File: src/rtl/clk_div_scheduler.sv
// Runtime-programmable clock-enable scheduler: 50%-duty divided clock plus registered rise/fall strobes.
// Start/stop is glitch-free and divisor reloads take effect only on a phase boundary via a req/ack handshake.
module clk_div_scheduler #(
  parameter int ClkIn_kHz  = 50_000,
  parameter int DivWidth   = 16,
  parameter int DefaultDiv = 2
) (
  input  logic                _iClk,
  input  logic                _iRst_n,
  input  logic                _iEn,
  input  logic [DivWidth-1:0] _iDiv,
  input  logic                _iLoadReq,
  output logic                _oLoadAck,
  output logic                _oClk,
  output logic                _oRise,
  output logic                _oFall,
  output logic                _oRunning
);

  // A nonsensical configuration falls back to the fastest legal divisor.
  localparam logic [DivWidth-1:0] ResetDiv =
    (DefaultDiv >= 1 && ClkIn_kHz > 0) ? DivWidth'(DefaultDiv) : DivWidth'(1);

  typedef enum logic [1:0] {
    Idle,
    Run,
    Stopping
  } state_t;

  state_t              state, stateNext;
  logic [DivWidth-1:0] cnt, cntNext;
  logic [DivWidth-1:0] div, divNext;
  logic [DivWidth-1:0] normDiv;
  logic                clkQ, clkNext;
  logic                riseQ, riseNext;
  logic                fallQ, fallNext;
  logic                ackQ, ackNext;
  logic                armed, armedNext;
  logic                loadOk;
  logic                terminal;
  logic                toggled;

  // div is stored already normalised, so a requested 0 behaves as 1.
  assign normDiv  = (_iDiv == '0) ? DivWidth'(1) : _iDiv;
  assign loadOk   = _iLoadReq && armed;
  assign terminal = (cnt == (div - DivWidth'(1)));

  always_comb begin
    stateNext = state;
    cntNext   = cnt;
    divNext   = div;
    clkNext   = clkQ;
    riseNext  = 1'b0;
    fallNext  = 1'b0;
    ackNext   = 1'b0;
    armedNext = armed | ~_iLoadReq;
    toggled   = clkQ;
    unique case (state)
      Idle: begin
        cntNext = '0;
        clkNext = 1'b0;
        // A load coinciding with start-up lands before the first count.
        if (loadOk) begin
          divNext   = normDiv;
          ackNext   = 1'b1;
          armedNext = 1'b0;
        end
        if (_iEn) stateNext = Run;
      end
      Run, Stopping: begin
        if (terminal) begin
          toggled  = ~clkQ;
          cntNext  = '0;
          riseNext = ~clkQ;
          fallNext = clkQ;
          if (loadOk) begin
            divNext   = normDiv;
            ackNext   = 1'b1;
            armedNext = 1'b0;
          end
        end else begin
          cntNext = cnt + DivWidth'(1);
        end
        clkNext = toggled;
        // The stop decision looks at the clock value after any toggle this edge.
        if (_iEn) begin
          stateNext = Run;
        end else if (toggled) begin
          stateNext = Stopping;
        end else begin
          stateNext = Idle;
          cntNext   = '0;
        end
      end
      default: begin
        stateNext = Idle;
        cntNext   = '0;
        clkNext   = 1'b0;
      end
    endcase
  end

  always_ff @(posedge _iClk or negedge _iRst_n) begin
    if (!_iRst_n) begin
      state <= Idle;
      cnt   <= '0;
      div   <= ResetDiv;
      clkQ  <= 1'b0;
      riseQ <= 1'b0;
      fallQ <= 1'b0;
      ackQ  <= 1'b0;
      armed <= 1'b1;
    end else begin
      state <= stateNext;
      cnt   <= cntNext;
      div   <= divNext;
      clkQ  <= clkNext;
      riseQ <= riseNext;
      fallQ <= fallNext;
      ackQ  <= ackNext;
      armed <= armedNext;
    end
  end

  assign _oClk      = clkQ;
  assign _oRise     = riseQ;
  assign _oFall     = fallQ;
  assign _oLoadAck  = ackQ;
  assign _oRunning  = (state != Idle);

endmodule

File: config.mk
export PLATFORM = sky130hd
export DESIGN_NAME = clk_div_scheduler
export DESIGN_NICKNAME = d
export VERILOG_FILES = /design/src/rtl/clk_div_scheduler.sv
export SDC_FILE = /design/constraint.sdc
export NUM_CORES = 1
export LEC_CHECK = 0
export BUFFER_PORTS_ARGS = -buffer_cell sky130_fd_sc_hd__buf_4
export CAP_MARGIN = 20
export CORE_MARGIN = 1
export CORE_UTILIZATION = 60
export DETAILED_ROUTE_END_ITERATION = 7
export PLACE_DENSITY = 0.88
export SLEW_MARGIN = 30
export SYNTH_ARGS = -nofsm -noshare
export SYNTH_HDL_FRONTEND = slang
export SYNTH_SLANG_ARGS = --single-unit
File: constraint.sdc
create_clock -name _iClk -period 3.4 [get_ports _iClk]
set_input_delay 0.17 -clock _iClk [delete_from_list [all_inputs] [get_ports _iClk]]
set_output_delay 0.17 -clock _iClk [all_outputs]
set_load 0.02 [all_outputs]
* Word level (Yosys, flattened, before mapping)
Index checks and enable logic that the tools add are counted.
** Storage, ports and cells
- Input bits :: 20
- Bits in registers :: 39
- Output and inout bits :: 5
** Cells by class
- $add $sub $neg :: 2
- Reductions and logical operators :: 7
- Bitwise logic cells :: 3
- Equality and inequality tests :: 5
- Mux-type cells :: 25
** Operators by type and width (number)
- $mux W16 :: 7
- $pmux W16 S2 :: 1
- $add A16 B1 Y16 const B :: 1
- $eq A16 B16 Y1 :: 1
- $logic_not A16 Y1 :: 1
- $sub A16 B1 Y16 const B :: 1
- $mux W1 :: 11
- $mux W2 :: 3
- $ne A2 B2 Y1 const B :: 2
- $pmux W1 S2 :: 2
- $pmux W2 S2 :: 1
- $reduce_bool A2 Y1 :: 2
- $eq A2 B1 Y1 const B :: 1
- $eq A2 B2 Y1 const B :: 1
- $logic_not A2 Y1 :: 1
- $not A1 Y1 :: 2
- $reduce_and A2 Y1 :: 1
- $reduce_or A2 Y1 :: 1
- $logic_and A1 B1 Y1 :: 1
- $or A1 B1 Y1 :: 1

* Longest topological paths before layout
- Word-level depth :: 7
- Gate-level depth with buffers :: 14
- Mapped depth without buffers :: 12

* Worst setup path after synthesis
OpenSTA, ideal clock, no wires.
- Path type :: reg-to-reg
- Start point :: register div[0]
- End point :: register cnt[11]
- Cell stages (with the launch flop) :: 14
- Path buffers :: 2
- Path slack :: 339 ps
- Clock period less this slack :: 3061 ps
- Arrival time :: 2990 ps
- Cell sequence :: dfrtp_1 > buf_2 > inv_1 > ha_1 > nor4b_4 > nand2_1 > o41a_1 > a22o_1 > nor4_1 > ha_1 > nand2b_1 > nand3_2 > buf_4 > nor2_1
** On the way
- Cells in the longest elaborated chain, start to end :: 7
** Ends and longest elaborated chain
- start, declared :: RTL line 32 : logic [DivWidth-1:0] div, divNext;
- start signal, assigned :: RTL line 107 : div <= ResetDiv;
- start signal, assigned :: RTL line 116 : div <= divNext;
- $sub A16 B1 Y16 (*) :: RTL line 46 : assign terminal = (cnt == (div - DivWidth'(1)));
- $eq A16 B16 Y1 (*) :: RTL line 46
- $mux W1 :: RTL line 71 : if (terminal) begin
- $mux W1 :: RTL line 58 : unique case (state)
- $mux W16 :: RTL line 88 : end else if (toggled) begin
- $mux W16 (*) :: RTL line 86 : if (_iEn) begin
- $mux W16 (*) :: RTL line 58
- via cntNext[11] :: RTL line 31 : logic [DivWidth-1:0] cnt, cntNext;
- end signal, assigned :: RTL line 115 : cnt <= cntNext;
- end, declared :: RTL line 31
Mark *: on every way through the listed nets, which the timed path passes. The rest lies on a longest branch. The select of a mux whose other input is x is not followed.
A chain may end at the register's enable or synchronous reset.

* Final worst setup path
- Start point :: register div[1]
- End point :: register cnt[9]
The elaborated chain is that of the path after synthesis.

==> flow_summary.yaml <==
status:
  status: "finished with violations"
  failed_checks: "design-rule violations"
power:
  power_mw: 1.55
  max-vdd-ir-drop_uv: 402
  power_density_mw_per_mm2: 489
  static-leakage-power_nw: 1.30
clock_tree:
  clkTransAtPathRegs_ns: 0.07
  cts_tree: "built"
  root_buffer: "sky130_fd_sc_hd__clkbuf_8"
  total_number_of_h_tree_levels: 2
  clk_latency_ns: 0.30
  cts_sinks: 39
  numCtsBuffers: 5
  cts_buffer_depth: 2
setup_path:
  slowest_delay_ns: 0.60
  ordered_list_of_cells_on_the_worst_path: "inv_1, ha_2, nor4b_4, buf_4, buf_4, a311o_2, a22o_1, nor4_2, ha_1, nand2b_1, nand3_4, nor2_1"
  critical_path.slowest_cell: "sky130_fd_sc_hd__dfstp_2"
  req_time_crit_path_ns: 3.62
  setup.worst_path.start_class: "register"
  crit_path_frequent_cell: "sky130_fd_sc_hd__buf_4"
  cp-end-kind: "register"
  worst-endpoint-arrival_ns: 3.40
  timing.setup.critical_path_class: "register to register"
  path_max_fanout: 16
layout:
  fillers: 337
  diodes: 0
  drive_gt1_share_pct: 19.1
  postLayoutCoreUtil_pct: 71.0
  final-instance-count-excl-fill: 397
  finalNetCount: 370
  synthToLayoutAreaGrowth_pct: 11.2
  finalInstanceArea_mm2: 0.00318
floorplanning:
  initial_core_util_pct: 63.9
  core_area_mm2: 0.00447
  dieArea_mm2: 0.00504
  overall_die_height_um: 71.0
  die_width_um: 71.0
  num_io_pins: 25
  num_rows: 24
route:
  route.detailed.vias_per_inst: 6.42
  drc: 2
  routed_wirelength_mm: 6.90
  routed-via-count: 2548
  detail_route.iter0.violations: 168
  ant_nets: 0
  drtPass1Iterations: 7
  avgRoutedWirePerCell_um: 17.4
yosys:
  syn_area_cell_um2: 8.87
  synthesis.area_mm2: 0.00286
  ys_seq_elements: 39
  async_flop_share_pct: 100
  post_synth_mux_area_share_pct: 0
  ys_dominant_reg_cell: "sky130_fd_sc_hd__dfrtp_1"
  adder_and_majority_cell_fraction_of_the_synthesized_area_pct: 2.63
  synth_enable_flop_cells: 0
  synth.yosys.warnings: 0
  synth_simple_gate_area_share_pct: 26.9
  dominant_combinational_cell_family_by_area_after_synthesis: "simple AND/OR/NAND/NOR gates"
  ys_types: 61
  synth_xor_xnor_area_share_pct: 9.94
  synth-compound-area-share_pct: 20.4
  yosysSeqAreaShare_pct: 34.2
  synth.net_count: 348
  number_of_cells_produced_by_synthesis: 322
sta:
  setup_tns_ns: 0
  post-route-worst-setup-slack_ns: 0.228
  fmaxAchievable_ghz: 0.315
  final.period_utilization_pct: 93.3
  final-max-slew-violation-count: 0
  final.setup_skew_ns: 0.00375
  finalHoldViolations: 0
  worst_hold_slack_ns: 0.0640
  rsz0062_at_grt: "false"
  worstMarginPinSlew_ns: 0.832
  finalSetupViolations: 0
  post-route-min-period_ns: 3.17
  slew_headroom_pct: 44.3
global_route:
  globalRouteTotalUtil_pct: 30.1
  grt-busiest-layer: "met2"
  grtUsageMet2_pct: 50.0
  grt.met3_usage_pct: 4.70
  grtUsageMet1_pct: 40.1
  grt_antenna_before_repair: 0
  global_route_wire_length_before_repair_mm: 11.8
  first_global_vias: 2457
  grt_max_degree: 40
  globalRouteOverflowTotal: 0
run:
  max_cap_viol_count: 0
placed_design:
  pre_cts_slack_ns: -0.151
  globalplace.congestion: 0.914
  numPortBuffers: 24
  dp.cells: 385
  post-dp-hpwl_mm: 4.83
  post_dp_cell_area_mm2: 0.00304
worst_hold_path:
  hold_path_class: "input pin to register"
==> worst paths after layout <==
path,slack (ns),from,depth (start not counted),endpoint
hold reg to reg,0.51,cnt[0]$_DFF_PN0_,1,cnt[0]$_DFF_PN0_
min in group asynchronous,0.41,_iRst_n,2,div[10]$_DFFE_PN0P_
setup reg to reg,0.23,div[1]$_DFFE_PN1P_,12,cnt[9]$_DFF_PN0_
hold / removal,0.06,_iEn,2,state[1]$_DFFE_PN0P_
setup / recovery,0.23,div[1]$_DFFE_PN1P_,12,cnt[9]$_DFF_PN0_
max in group asynchronous,2.63,_iRst_n,2,div[1]$_DFFE_PN1P_
==> repair_timing <==
action	CTS	global route
endpoints found under the setup margin	16	16
hold buffers	1	0
buffers inserted	2	1
gates resized for setup	1	5
hold endpoints to repair	37	0
==> kinds of logic (layout without fill, tap and decap cells) <==
kind of cell	count (synthesis)	after routing
buffers and inverters	34	57
AO/OA/AOI/OAI	71	71
flip-flops	39	39
XOR/XNOR	30	30
AND/OR/NAND/NOR	142	142
adder cells (fa/ha/maj)	6	6
==> worst max-delay path: cells and delay by family (launching register included) <==
kind | cells | cell delay (ns)
and+or+nand+nor | 5 | 1.03
adders and majority gates | 2 | 0.54
AOI/OAI and AO/OA | 2 | 0.57
buffers and inverters | 3 | 0.36
DFF | 1 | 0.60
==> sequential cells by signal (all words and copies together), names as in the netlist <==
signal,count
_oClk,1
_oRise,1
_oFall,1
armed,1
_oLoadAck,1
state,2
div,16
cnt,16
==> Yosys cell counts, drive strengths merged, types with 2 or more instances <==
master / instances / area share (%)
o2111ai: 2 / 0.61
clkbuf: 12 / 1.6
and2: 7 / 1.5
a221oi: 8 / 2.5
dfstp: 2 / 1.8
nand4: 5 / 1.1
nand2: 32 / 4.3
o31ai: 2 / 0.53
o21ai: 2 / 0.35
nand2b: 6 / 1.3
xor2: 17 / 5.2
or3: 2 / 0.44
and3: 6 / 1.3
buf: 9 / 2.7
nor4: 6 / 1.8
dfrtp: 37 / 32
inv: 13 / 1.7
xnor2: 12 / 3.9
nand3b: 3 / 0.79
nand4b: 2 / 0.83
a22oi: 2 / 0.53
o211ai: 16 / 6.0
a2111oi: 3 / 0.96
nor3: 11 / 1.9
o21a: 12 / 3.2
nand3: 23 / 4.2
ha: 6 / 2.6
nor2: 29 / 4.1
or4: 3 / 0.79
nor4b: 2 / 1.1
a21oi: 13 / 2.3
==> metal layers <==
metal	part of all wire (%)	routed length (um)
met5	0	0
met4	1.5	101
met3	5.4	373
met1	43	2990
met2	50	3430
==> report_power, final <==
part	total, mW	internal, mW	switching [mW]	leakage [nW]
clock network	0.309	0.146	0.163	0.0395
registers	0.687	0.542	0.146	0.478
logic	0.559	0.265	0.293	0.779
==> placed cells by master (no fill, tap or decap), types with 3 or more instances in the layout <==
cell type | Yosys | routed
sky130_fd_sc_hd__clkbuf_1 | 12 | 3
sky130_fd_sc_hd__and2_1 | 7 | 7
sky130_fd_sc_hd__clkbuf_8 | 0 | 5
sky130_fd_sc_hd__o211ai_2 | 10 | 10
sky130_fd_sc_hd__nand2b_1 | 6 | 6
sky130_fd_sc_hd__or4_1 | 3 | 3
sky130_fd_sc_hd__buf_4 | 2 | 35
sky130_fd_sc_hd__nand2_1 | 31 | 31
sky130_fd_sc_hd__xnor2_1 | 11 | 11
sky130_fd_sc_hd__o211ai_1 | 6 | 6
sky130_fd_sc_hd__a21oi_1 | 13 | 13
sky130_fd_sc_hd__nand4_1 | 5 | 5
sky130_fd_sc_hd__nor3_1 | 11 | 11
sky130_fd_sc_hd__dfrtp_1 | 37 | 37
sky130_fd_sc_hd__nor2_1 | 28 | 28
sky130_fd_sc_hd__nor4_1 | 5 | 4
sky130_fd_sc_hd__nand3_1 | 22 | 22
sky130_fd_sc_hd__xor2_1 | 17 | 17
sky130_fd_sc_hd__inv_1 | 13 | 13
sky130_fd_sc_hd__ha_1 | 6 | 5
sky130_fd_sc_hd__o21a_1 | 12 | 12
sky130_fd_sc_hd__nand3b_1 | 3 | 3
sky130_fd_sc_hd__a221oi_1 | 8 | 8
sky130_fd_sc_hd__and3_1 | 6 | 6
==> cell type report <==
cell class	count	area [um2]	area share, %
Sequential cell	39	978	30.8
Clock buffer	8	80.1	2.52
Timing Repair Buffer	36	273	8.58
Multi-Input combinational cell	249	1730	54.5
Tap cell	52	65.1	2.05
Inverter	13	48.8	1.54
Note: power is estimated with default switching activity, not from simulation.
